==> config.mk <==
export PLATFORM = sky130hd
export DESIGN_NAME = register_bank
export DESIGN_NICKNAME = d
export VERILOG_FILES = /design/src/rtl/risc_me_pkg.sv /design/src/rtl/register_cell.sv /design/src/rtl/register_bank.sv
export SDC_FILE = /design/constraint.sdc
export NUM_CORES = 1
export LEC_CHECK = 0
export BUFFER_PORTS_ARGS = -buffer_cell sky130_fd_sc_hd__buf_2
export CELL_PAD_IN_SITES_DETAIL_PLACEMENT = 0
export CELL_PAD_IN_SITES_GLOBAL_PLACEMENT = 1
export CORE_UTILIZATION = 43
export CTS_BUF_LIST = sky130_fd_sc_hd__clkbuf_4
export DETAILED_ROUTE_END_ITERATION = 8
export PLACE_DENSITY = 0.82
export SLEW_MARGIN = 20
export SYNTH_ARGS = -nofsm -noshare
export SYNTH_HDL_FRONTEND = slang
export SYNTH_HIERARCHICAL = 1
export SYNTH_SLANG_ARGS = --single-unit
==> constraint.sdc <==
create_clock -name clk -period 3.6 [get_ports clk]
set_clock_uncertainty 0.15 [all_clocks]
set_input_delay 0.54 -clock clk [delete_from_list [all_inputs] [get_ports clk]]
set_output_delay 0.54 -clock clk [all_outputs]
set_load 0.1 [all_outputs]
==> src/rtl/risc_me_pkg.sv <==
// ---------------------------------------------------------------------------
// risc_me_pkg
// Shared datapath definitions.
//   op_t           : write-port operation of the register bank
//                    (HOLD=00, LOAD=01, INC=10, DEC=11)
//   DATAPATH_WIDTH : default register width used across the datapath
//   op_writes()    : true when an op modifies its target register
// ---------------------------------------------------------------------------
package risc_me_pkg;

  typedef enum logic [1:0] {
    OP_HOLD = 2'b00,
    OP_LOAD = 2'b01,
    OP_INC  = 2'b10,
    OP_DEC  = 2'b11
  } op_t;

  localparam int DATAPATH_WIDTH = 8;

  function automatic logic op_writes(input op_t op);
    return (op != OP_HOLD);
  endfunction

endpackage

==> src/rtl/register_cell.sv <==
// ---------------------------------------------------------------------------
// register_cell
// One WIDTH-bit general-purpose register with load / increment / decrement.
// The next value and the wrap condition are computed from op alone so the
// bank can use them for read bypass and for its flags; the register only
// commits the next value when sel is high.
// Ports:
//   clk      in   rising-edge clock
//   reset    in   asynchronous active-low reset (clears q)
//   sel      in   commit nxt at the next edge
//   op       in   operation (op_t)
//   data     in   WIDTH  load value
//   q        out  WIDTH  stored value
//   nxt      out  WIDTH  value that op would produce from q
//   wrap_hit out  1      op would wrap (INC from all-ones, DEC from zero)
// ---------------------------------------------------------------------------
module register_cell
  import risc_me_pkg::*;
#(
  parameter int WIDTH = DATAPATH_WIDTH
) (
  input  logic             clk,
  input  logic             reset,
  input  logic             sel,
  input  op_t              op,
  input  logic [WIDTH-1:0] data,
  output logic [WIDTH-1:0] q,
  output logic [WIDTH-1:0] nxt,
  output logic             wrap_hit
);

  logic [WIDTH-1:0] r_q;

  always_comb begin
    nxt      = r_q;
    wrap_hit = 1'b0;
    case (op)
      OP_LOAD: nxt = data;
      OP_INC: begin
        nxt      = r_q + WIDTH'(1);
        wrap_hit = &r_q;
      end
      OP_DEC: begin
        nxt      = r_q - WIDTH'(1);
        wrap_hit = ~|r_q;
      end
      default: begin
        nxt      = r_q;
        wrap_hit = 1'b0;
      end
    endcase
  end

  always_ff @(posedge clk or negedge reset) begin
    if (!reset) begin
      r_q <= '0;
    end else if (sel) begin
      r_q <= nxt;
    end
  end

  assign q = r_q;

endmodule

==> src/rtl/register_bank.sv <==
// ---------------------------------------------------------------------------
// register_bank
// DEPTH general-purpose registers of WIDTH bits (WIDTH >= 2, DEPTH >= 2,
// DEPTH need not be a power of two) with one write/modify port and two
// gated read ports. Read ports drive zero when disabled so they can be
// OR-combined onto a shared bus.
// Parameters:
//   WIDTH  bits per register
//   DEPTH  number of registers
//   BYPASS 1: a read of the register being modified shows the new value
//   AW     address width, derived from DEPTH
// Ports:
//   clk        in   rising-edge clock
//   reset      in   asynchronous active-low reset (registers and flags)
//   data       in   WIDTH  load value
//   waddr      in   AW     target register of op (>= DEPTH: op ignored)
//   op         in   2      HOLD=00, LOAD=01, INC=10, DEC=11
//   raddr_a/b  in   AW     read addresses (>= DEPTH reads 0)
//   enable_a/b in   1      read output enables
//   reg_out_a/b out WIDTH  read data, zero when disabled
//   wrap       out  1      registered: last edge wrapped an INC/DEC
//   zero       out  1      registered: last modified register became zero
// ---------------------------------------------------------------------------
module register_bank
  import risc_me_pkg::*;
#(
  parameter  int WIDTH  = DATAPATH_WIDTH,
  parameter  int DEPTH  = 4,
  parameter  int BYPASS = 1,
  localparam int AW     = $clog2(DEPTH)
) (
  input  logic             clk,
  input  logic             reset,
  input  logic [WIDTH-1:0] data,
  input  logic [AW-1:0]    waddr,
  input  logic [1:0]       op,
  input  logic [AW-1:0]    raddr_a,
  input  logic             enable_a,
  output logic [WIDTH-1:0] reg_out_a,
  input  logic [AW-1:0]    raddr_b,
  input  logic             enable_b,
  output logic [WIDTH-1:0] reg_out_b,
  output logic             wrap,
  output logic             zero
);

  op_t              w_op;
  logic             w_in_range;
  logic             w_act;
  logic [DEPTH-1:0] w_sel;
  logic [DEPTH-1:0] w_wrap_hit;
  logic [WIDTH-1:0] w_q   [DEPTH];
  logic [WIDTH-1:0] w_nxt [DEPTH];
  logic [WIDTH-1:0] w_new_val;
  logic             w_wrap_set;
  logic [WIDTH-1:0] w_rd_a;
  logic [WIDTH-1:0] w_rd_b;
  logic             r_wrap;
  logic             r_zero;

  assign w_op = op_t'(op);

  // Addresses past the last register exist whenever DEPTH is not a power
  // of two; an op aimed there must behave exactly like HOLD.
  assign w_in_range = (int'(waddr) < DEPTH);
  assign w_act      = w_in_range && op_writes(w_op);

  generate
    for (genvar gi = 0; gi < DEPTH; gi++) begin : g_cell
      assign w_sel[gi] = w_act && (waddr == AW'(gi));

      register_cell #(
        .WIDTH (WIDTH)
      ) u_cell (
        .clk      (clk),
        .reset    (reset),
        .sel      (w_sel[gi]),
        .op       (w_op),
        .data     (data),
        .q        (w_q[gi]),
        .nxt      (w_nxt[gi]),
        .wrap_hit (w_wrap_hit[gi])
      );
    end
  endgenerate

  // Value being committed this cycle; at most one select is ever high.
  always_comb begin
    w_new_val = '0;
    for (int i = 0; i < DEPTH; i++) begin
      if (w_sel[i]) begin
        w_new_val = w_nxt[i];
      end
    end
  end

  assign w_wrap_set = |(w_sel & w_wrap_hit);

  // wrap is refreshed on every edge; zero only moves on an effective op.
  always_ff @(posedge clk or negedge reset) begin
    if (!reset) begin
      r_wrap <= 1'b0;
      r_zero <= 1'b0;
    end else begin
      r_wrap <= w_wrap_set;
      if (w_act) begin
        r_zero <= (w_new_val == '0);
      end
    end
  end

  // Read muxes. An out-of-range address matches no cell and reads zero.
  // With bypass, the selected cell's pending value is forwarded.
  always_comb begin
    w_rd_a = '0;
    w_rd_b = '0;
    for (int i = 0; i < DEPTH; i++) begin
      if (raddr_a == AW'(i)) begin
        w_rd_a = ((BYPASS != 0) && w_sel[i]) ? w_nxt[i] : w_q[i];
      end
      if (raddr_b == AW'(i)) begin
        w_rd_b = ((BYPASS != 0) && w_sel[i]) ? w_nxt[i] : w_q[i];
      end
    end
  end

  assign reg_out_a = enable_a ? w_rd_a : '0;
  assign reg_out_b = enable_b ? w_rd_b : '0;
  assign wrap      = r_wrap;
  assign zero      = r_zero;

endmodule

# After elaboration in Yosys (flattened, before gate mapping)
# Cells that the tools add are included.
[totals]
reg_bits = 34
wordCells = 75
inputBits = 20
[classes]
bitwise = 1
muxes = 26
reduce_logical = 22
n_eq_ne = 12
addsub = 8
[ops]
columns = ["operator", "n"]
rows = [
  ["two-way mux 8 bit", 18],
  ["one-hot mux 8 bit (3 select lines)", 4],
  ["adder 8 x 1 -> 8 bit, second input constant", 4],
  ["AND reduction 8 bit", 4],
  ["OR reduction 8 bit", 4],
  ["subtractor 8 x 1 -> 8 bit, second input constant", 4],
  ["== test 2 bit, second input constant", 8],
  ["== test 2 x 1 -> 1 bit, second input constant", 4],
  ["logical NOT 8 bit", 1],
  ["one-hot mux 1 bit (2 select lines)", 4],
  ["logical NOT 2 bit", 3],
  ["bitwise AND 4 bit", 1],
  ["logical AND 1 bit", 4],
  ["logical NOT 1 bit", 4],
  ["OR reduction 4 bit", 1],
  ["nonzero test 2 bit", 1],
]

# Logic depth before layout (Yosys ltp)
# Gate-level depths: netlist of the first run.
[depth]
depth_word = 8
depth_mapped = 14
ltp_nobuf = 12

# Cells and area by module
# Netlist of the first run, hierarchy kept.
[modules_own_cells]
columns = ["mod", "seq_area_each_um2", "cells_each", "area_each_um2", "instances"]
rows = [
  ["register_cell", 200.2, 142, 1086.0, 4],
  ["register_bank", 50.0, 208, 1477.7, 1],
]

# Worst setup path after synthesis of the first run
# Ideal clock, no wire load.
[synth_timing]
path_kind = "input -> output"
start = "input op[1]"
end = "output reg_out_b[4]"
stages = 14
path_slack_ps = -522
t_arrival_ps = 3432
path_buffers = 2
t_required_ps = 2910
cell_sequence = "buf_2 > nand2_1 > buf_2 > xnor2_1 > ha_1 > o311a_1 > a2bb2oi_2 > xnor2_1 > mux4_2 > o31a_1 > o2111a_1 > a211oi_1 > a31oi_1 > a32o_1"
[synth_rtl]
columns = ["element", "line_no", "source"]
rows = [
  ["start, declared", "register_bank.sv:36", "input logic [1:0] op,"],
  ["end, declared", "register_bank.sv:42", "output logic [WIDTH-1:0] reg_out_b,"],
]

==> results.rst, run 1 <==
.. list-table::
   :header-rows: 1

   * - Metric
     - Value
   * - Run status
     - finished, violations left
   * - Failing checks
     - negative setup slack
   * - Number of cells after detailed placement
     - between 1000 and 1500
   * - Endpoint type of the worst setup path
     - output pin
   * - Synth top area share
     - 0.146
   * - Final routed DRC violation total
     - 0
   * - Root buf cell
     - sky130_fd_sc_hd__clkbuf_4
   * - Actual slew at the worst max-slew pin
     - roughly 1 ns
   * - I/O pin count
     - 38
   * - Depth of the worst register-to-register path
     - 11
   * - Setup CP Type
     - reg -> out
   * - Most numerous cell types in the synthesized netlist
     - sky130_fd_sc_hd__nand2_1 (57), sky130_fd_sc_hd__nand3_1 (56), sky130_fd_sc_hd__nor2_1 (51)
   * - Synthesis warning total
     - 6
   * - Die ar.
     - 14000 um^2
   * - Overflow left after global routing
     - 0
   * - Core area
     - 13200 um^2
   * - H-tree lvl count
     - 2
   * - RR Endpoint
     - zero
   * - Sum of buffers and inverters on the critical path
     - 1
   * - Initial standard-cell utilization of the core
     - 0.440
   * - Chain of cells forming the critical path
     - or4_4 -> a2111o_1 -> nand3_2 -> nor3_1 -> or3_4 -> o2111a_1 -> a211oi_1 -> a31oi_1 -> a32o_4 -> buf_6
   * - Met1 wire length
     - ~9000 um
   * - Fraction of final layout cells with drive strength greater than 1
     - 0.313
   * - CP Launch Type
     - flip-flop
   * - Path type of the worst min-delay path
     - in -> async
   * - Synth unique cells
     - 67
   * - Net count after synthesis
     - 804
   * - Critical path required time
     - about 2.9 ns
   * - Synthesized area
     - slightly below 6000 um^2
   * - Count of flip-flops with a built-in enable after synthesis
     - 0
   * - Post-Syn Area per Cell
     - 7.50 um^2
   * - Most frequently used cell type in the post-synthesis netlist
     - sky130_fd_sc_hd__nand2_1
   * - Crit share post-route
     - 1.14
   * - Clock buffers created by TritonCTS
     - 5
   * - Worst path arrival time
     - 3.42 ns
   * - Sink Count
     - 34
   * - Uppermost routed layer
     - met4
   * - Number of max-cap violations
     - 0
   * - Overall Global Routing Usage
     - 0.313
   * - Die height
     - about 120 um
   * - Nets@finish
     - between 800 and 900
   * - Clock-pin transition on the worst setup and hold timing paths
     - about 0.14 ns
   * - Power per Cell Area
     - ~560 nW/um^2
   * - Global placement routability congestion
     - around 0.95
   * - Clock latency on the worst-skew pair
     - 0.42 ns
   * - Slew Limit Headroom
     - 0.315
   * - Count of port buffers added during placement
     - 37
   * - Maximum number of pins on one net before global-route repair
     - 46
   * - Cell accounting for the most synthesized area
     - sky130_fd_sc_hd__dfrtp_1
   * - First-pass GRT wire length
     - ~35000 um
   * - Worst-path fanout max
     - 4
   * - Layout area overhead
     - 25.6%
   * - WHS
     - 0.133 ns
   * - Fin. max-slew vios
     - 0
   * - Met2 wire length
     - about 10000 um
   * - Finished Cell Area
     - 7310 um^2
   * - DRT iter0 DRCs
     - 601
   * - First-pass iteration count of the detailed router
     - 5
   * - Highest-delay cell along the critical path
     - sky130_fd_sc_hd__or4_4
   * - Sequential element share of the synthesized area
     - 0.146
   * - Setup TNS
     - -2.47 ns
   * - Final hold violations
     - 0
   * - Number of standard cells in the layout, taps in and fillers out
     - 1031
   * - PnR worst setup slack
     - -0.513 ns
   * - Peak ir drop on the vdd network
     - about 380 uV
   * - Antenna violations before repair
     - 0
   * - Overall power of the completed layout
     - 4.08 mW
   * - Setup repair after global routing missed its margin
     - yes
   * - Leading post-synthesis cells by cell area
     - sky130_fd_sc_hd__dfrtp_1 (15%), sky130_fd_sc_hd__nand3_1 (4.8%), sky130_fd_sc_hd__a21oi_1 (4.1%)
   * - Number of core rows
     - between 40 and 50
   * - Routed via count divided by cell count
     - 6.65
   * - Final WL
     - between 20000 and 25000 um
   * - Share of synthesized flip-flops with an asynchronous set or reset
     - 1.00
   * - FF+latch count, synth
     - 34
   * - Placed wire-length estimate after detailed placement
     - 15500 um
   * - Achievable clock frequency
     - about 0.24 GHz
   * - Post-synth top flop
     - sky130_fd_sc_hd__dfrtp_1
   * - Number of vias after detailed routing
     - 6861
   * - Largest incremental delay on the critical path
     - ~0.5 ns
   * - Wire length per cell
     - about 21 um
   * - Met3 Routed Length
     - slightly above 2000 um
   * - Placed cell area
     - 6810 um^2
   * - Die Wd
     - 118 um
   * - Antenna violation net count after detailed routing
     - 0
   * - CTS tree
     - built
   * - Category of cells accounting for the largest share of critical-path delay
     - compound AO/OA/AOI/OAI gates
   * - Count of filler cells inserted in the layout
     - approximately 1300
   * - Origin of the critical flop-to-flop path
     - g_cell[2].u_cell/q[1]
   * - Reg2reg setup slack
     - 0.31 ns
   * - Static leakage
     - between 2 and 3 nW
   * - Post-layout min period
     - ~4.1 ns
   * - Final setup vio count
     - 10
   * - Bufs on Longest Clock Path
     - 2
   * - Synthesized instance count
     - around 780
   * - Number of global-route vias before repair
     - ~6300
## worst max path at each step
stage / startpoint / endpoint / slack (ns) / depth (start not counted)
final: g_cell[3].u_cell/q[1] / reg_out_a[7] / -0.51 / 10
after global routing: g_cell[3].u_cell/q[1] / reg_out_a[4] / -0.53 / 12
after CTS: g_cell[3].u_cell/q[1] / reg_out_a[4] / -0.41 / 12
after detailed placement: op[0] / reg_out_b[7] / -0.51 / 13
after global placement: op[0] / reg_out_b[7] / -0.46 / 13
after floorplan: op[1] / reg_out_b[4] / -0.14 / 14
## placed cells by master, fill, tap and decap left out, drive strengths merged, types with 11 or more instances in the layout
cell type | synthesis | final
dfrtp | 34 | 34
nand2b | 13 | 13
a32o | 24 | 24
and2 | 11 | 11
nand2 | 57 | 57
mux2 | 13 | 13
nor3 | 16 | 16
o22ai | 29 | 29
a31oi | 28 | 28
nor2b | 15 | 15
a21oi | 48 | 48
buf | 56 | 151
nand3 | 68 | 68
inv | 16 | 16
o21ai | 46 | 46
xnor2 | 20 | 20
mux2i | 12 | 12
nor2 | 52 | 52
a211oi | 28 | 28
## report_power, final
group / leakage [nW] / switching (mW) / internal [mW]
clock network: 0.0277 / 0.180 / 0.0696
logic: 2.33 / 1.72 / 1.41
registers: 0.397 / 0.185 / 0.511
total: 2.75 / 2.09 / 1.99
## logic make-up (layout without fill, tap and decap cells)
group	count (synthesis)	in the layout	share of synthesized area
flops	34	34	0.146
compound gates	292	292	0.373
fa+ha+maj	8	8	0.0172
xor+xnor	24	24	0.0361
buf+inv	103	181	0.0907
other cells	0	1	0
simple gates	281	281	0.256
mux	34	34	0.0806
## flip-flops by register name, indices dropped and copies added (netlist names)
| signal | flops |
|---|---|
| zero | 1 |
| g_cell.u_cell/q | 32 |
| wrap | 1 |
## routing by layer
metal / GRT usage / vias to the layer above
met1: 0.424 / 3291
met5: 0 / -
met2: 0.510 / 349
met3: 0.0439 / 46
met4: 0.0986 / 0
li1: - / 3175
## per-stage QoR
step	util	setup WS, ns
after floorplan	-	-0.138
after global placement	0.514	-0.460
after detailed placement	0.514	-0.511
after CTS	0.540	-0.405
after global routing	0.552	-0.533
final	0.552	-0.513
## timing repair
| item | in CTS | in global routing |
|---|---|---|
| gates cloned | 2 | 0 |
| pin swaps | 11 | 11 |
| resized for setup | 52 | 25 |
| endpoints found under the setup margin | 12 | 12 |
| buffers inserted | 5 | 5 |
| hold buffers | 0 | 0 |
## final cells by class
class / instances / area [um^2] / area share
antenna: 1 / 2.50 / 0.000342
clock buffer: 5 / 37.5 / 0.00513
clock inverter: 3 / 11.3 / 0.00154
inverter: 20 / 76.3 / 0.0104
multi-input combinational: 639 / 4700 / 0.643
sequential: 34 / 852 / 0.117
tap: 176 / 220 / 0.0301
timing repair buffer: 153 / 1410 / 0.193
(Power assumes the default switching activity.)
==> inputs of run 2 (changes only) <==
--- a/config.mk
+++ b/config.mk
@@ -12,6 +12,7 @@
 export CTS_BUF_LIST = sky130_fd_sc_hd__clkbuf_4
 export DETAILED_ROUTE_END_ITERATION = 8
 export PLACE_DENSITY = 0.82
+export SETUP_SLACK_MARGIN = 0.05
 export SLEW_MARGIN = 20
 export SYNTH_ARGS = -nofsm -noshare
 export SYNTH_HDL_FRONTEND = slang
==> run 2 against run 1 <==
The run still ends with negative setup slack left. Critical path depth increased by 3. Via count increased by 2.7%. Non-clock buffer count increased by 14. Sequential cell count stayed put. Core utilization rose by 0.80 points. First-iteration DRC count increased by 19%. Sequential share of layout area decreased by 0.12 points. Worst setup slack gained 0.11 ns. Combinational power rose by 3%. Clock-buffer cell count unchanged. Highest routed layer unchanged.
==> results.rst, run 2 (synthesis gave the netlist of run 1 again) <==
.. list-table::
   :header-rows: 1

   * - Metric
     - Value
   * - Sink Count
     - 34 (unchanged)
   * - Actual slew at the worst max-slew pin
     - 0.965 ns (was 1.03 ns)
   * - Path type of the worst min-delay path
     - in -> async (unchanged)
   * - Largest register FFs
     - 32 (unchanged)
   * - Reg2reg setup slack
     - 0.25 ns (was 0.31 ns)
   * - First-pass GRT wire length
     - 35500 um (was 34600 um)
   * - Sw Ratio
     - 0.509 (was 0.512)
   * - Setup repair after global routing missed its margin
     - yes (unchanged)
   * - Core area
     - 13200 um^2 (unchanged)
   * - Clock buffers created by TritonCTS
     - 5 (unchanged)
   * - Global placement routability congestion
     - 0.945 (was 0.947)
   * - DRT iter0 DRCs
     - 716 (was 601)
   * - Overall Global Routing Usage
     - 0.321 (was 0.313)
   * - Gr busiest metal
     - met2 (unchanged)
   * - Final setup vio count
     - 9 (was 10)
   * - Die ar.
     - 14000 um^2 (unchanged)
   * - Final hold violations
     - 0 (unchanged)
   * - Depth of the worst register-to-register path
     - 11 (unchanged)
   * - Post-layout min period
     - 4.01 ns (was 4.11 ns)
   * - Crit share post-route
     - 1.11 (was 1.14)
   * - Number of standard cells in the layout, taps in and fillers out
     - 1044 (was 1031)
   * - I/O pin count
     - 38 (unchanged)
   * - Number of core rows
     - 42 (unchanged)
   * - Layout area overhead
     - 27.4% (was 25.6%)
   * - Placed wire-length estimate after detailed placement
     - 15900 um (was 15500 um)
   * - Power per Cell Area
     - 564 nW/um^2 (was 558 nW/um^2)
   * - Bufs on Longest Clock Path
     - 2 (unchanged)
   * - Met3 track demand over resource
     - 0.0685 (was 0.0439)
   * - Clock latency on the worst-skew pair
     - 0.42 ns (about the same)
   * - Fin. max-slew vios
     - 0 (unchanged)
   * - Count of port buffers added during placement
     - 37 (unchanged)
   * - Setup CP Type
     - reg -> out (unchanged)
   * - Routed via count divided by cell count
     - 6.75 (was 6.65)
   * - Final WL
     - 22700 um (was 22000 um)
   * - Origin of the critical flop-to-flop path
     - g_cell[3].u_cell/q[1] (was g_cell[2].u_cell/q[1])
   * - Die height
     - 118 um (unchanged)
   * - Peak ir drop on the vdd network
     - 309 uV (was 382 uV)
   * - Count of filler cells inserted in the layout
     - 1230 (was 1290)
   * - Total of hold buffers inserted after clock tree synthesis
     - 0 (unchanged)
   * - Die Wd
     - 118 um (unchanged)
   * - Met1 Resource Use GR
     - 0.436 (was 0.424)
   * - Global routing met2 resource utilization
     - 0.493 (was 0.510)
   * - Antenna violation net count after detailed routing
     - 0 (unchanged)
   * - Worst path arrival time
     - 3.32 ns (was 3.42 ns)
   * - Highest-delay cell along the critical path
     - sky130_fd_sc_hd__or4_4 (unchanged)
   * - Placed cell area
     - 6920 um^2 (was 6810 um^2)
   * - H-tree lvl count
     - 2 (unchanged)
   * - Nets@finish
     - 895 (was 881)
   * - Number of cells after detailed placement
     - 1020 (was 1010)
   * - Fraction of final layout cells with drive strength greater than 1
     - 0.335 (was 0.313)
   * - Slew Limit Headroom
     - 0.356 (was 0.315)
   * - First-pass iteration count of the detailed router
     - 5 (unchanged)
   * - Antenna violations before repair
     - 0 (unchanged)
   * - Fraction of power consumed by combinational cells
     - 0.772 (was 0.768)
   * - Endpoint type of the worst setup path
     - output pin (unchanged)
   * - Initial standard-cell utilization of the core
     - 0.440 (unchanged)
   * - Setup TNS
     - -2.54 ns (was -2.47 ns)
   * - Maximum number of pins on one net before global-route repair
     - 39 (was 46)
   * - Clock-pin transition on the worst setup and hold timing paths
     - 0.15 ns (was 0.14 ns)
   * - Worst-path fanout max
     - 4 (unchanged)
   * - Overflow left after global routing
     - 0 (unchanged)
   * - RR Endpoint
     - zero (unchanged)
   * - Final routed DRC violation total
     - 0 (unchanged)
   * - Number of vias after detailed routing
     - 7045 (was 6861)
   * - Number of max-cap violations
     - 0 (unchanged)
   * - Wire length per cell
     - 21.7 um (was 21.3 um)
   * - Chain of cells forming the critical path
     - or4_4 -> buf_4 -> buf_6 -> a21oi_4 -> buf_6 -> nor4_4 -> a211oi_2 -> o21ai_1 -> o2111a_2 -> a211oi_2 -> a31oi_1 -> a32o_2 -> buf_12 (was or4_4 -> a2111o_1 -> nand3_2 -> nor3_1 -> or3_4 -> o2111a_1 -> a211oi_1 -> a31oi_1 -> a32o_4 -> buf_6)
   * - Most frequent standard cell in the layout excluding fill and tap cells
     - sky130_fd_sc_hd__buf_4 (unchanged)
   * - Largest incremental delay on the critical path
     - 0.51 ns (about the same)
   * - Antenna Cells
     - 0 (was 1)
   * - Achievable clock frequency
     - 0.250 GHz (was 0.243 GHz)
   * - Critical path required time
     - 2.91 ns (about the same)
   * - Clock group share of total power
     - 0.060 (was 0.061)
   * - Failing checks
     - negative setup slack (unchanged)
   * - Highest-count cells in the layout ignoring fill and taps
     - sky130_fd_sc_hd__buf_4 (121), sky130_fd_sc_hd__nand3_1 (54), sky130_fd_sc_hd__nand2_1 (53) (was sky130_fd_sc_hd__buf_4 (107), sky130_fd_sc_hd__nand3_1 (56), sky130_fd_sc_hd__nand2_1 (53))
   * - Run status
     - finished, violations left (unchanged)
   * - Root buf cell
     - sky130_fd_sc_hd__clkbuf_4 (unchanged)
   * - Reg power frac
     - 0.168 (was 0.171)
   * - PnR worst setup slack
     - -0.406 ns (was -0.513 ns)
   * - CP Launch Type
     - flip-flop (unchanged)
   * - Number of global-route vias before repair
     - 6494 (was 6346)
   * - Internal Power
     - 2.06 mW (was 1.99 mW)
   * - Finished Cell Area
     - 7420 um^2 (was 7310 um^2)
   * - CTS tree
     - built (unchanged)
   * - Static leakage
     - 2.83 nW (was 2.75 nW)
   * - Overall power of the completed layout
     - 4.18 mW (was 4.08 mW)
   * - Net switching component of the power
     - 2.13 mW (was 2.09 mW)
[run 2: power groups by stage]
stage          Clock (mW)  Combinational, mW  Sequential (mW)
5_1_grt             0.272               3.43            0.715
4_1_cts             0.262               3.07            0.683
2_1_floorplan           0               2.01            0.658
6_report            0.252               3.23            0.701
3_3_place_gp            0               2.86            0.689
3_5_place_dp            0               2.93            0.694
[run 2: layout make-up]
type                            count  area [um^2]  area share
Sequential cell                    34          856       0.115
Tap cell                          176          220      0.0297
Multi-Input combinational cell    639         4700       0.634
Inverter                           20         81.3      0.0110
Timing Repair Buffer              167         1510       0.203
Clock buffer                        5         37.5     0.00506
Clock inverter                      3         16.3     0.00219
[run 2: worst max path at each step]
stage | start | to | depth (start not counted)
floorplan | op[1] | reg_out_b[4] | 14
finish | g_cell[3].u_cell/q[1] | reg_out_b[5] | 13
global placement | op[0] | reg_out_b[7] | 14
CTS | g_cell[3].u_cell/q[1] | reg_out_b[4] | 12
detailed placement | op[0] | reg_out_b[7] | 14
global route | g_cell[3].u_cell/q[1] | reg_out_b[4] | 12
[run 2: metrics by stage]
stage | util | hold slack (ns) | setup WS, ns
detailed placement | 0.523 | 0.471 | -0.537
finish | 0.560 | 0.112 | -0.406
global route | 0.560 | 0.180 | -0.496
floorplan | - | 0.0944 | -0.138
global placement | 0.523 | 0.466 | -0.475
CTS | 0.550 | 0.139 | -0.371
[run 2: repair_timing]
action	in CTS	in global routing
gates resized for setup	45	26
setup buffers	9	6
setup endpoints to repair	10	12
pin swaps	16	14
cloned	2	0
endpoints found under the hold margin	0	0
[run 2: layer usage]
metal | up-vias | share of wire
met2 | 387 | 0.45
met3 | 69 | 0.090
met4 | 0 | 0.041
li1 | 3192 | -
met5 | - | 0
met1 | 3397 | 0.42
[run 2: critical path, delay by kind of cell, from the launching register on]
family / cells / cell delay (ns)
buffers and inverters: 4 / 0.56
DFF: 1 / 0.46
and+or+nand+nor: 2 / 0.55
AOI/OAI and AO/OA: 7 / 1.32
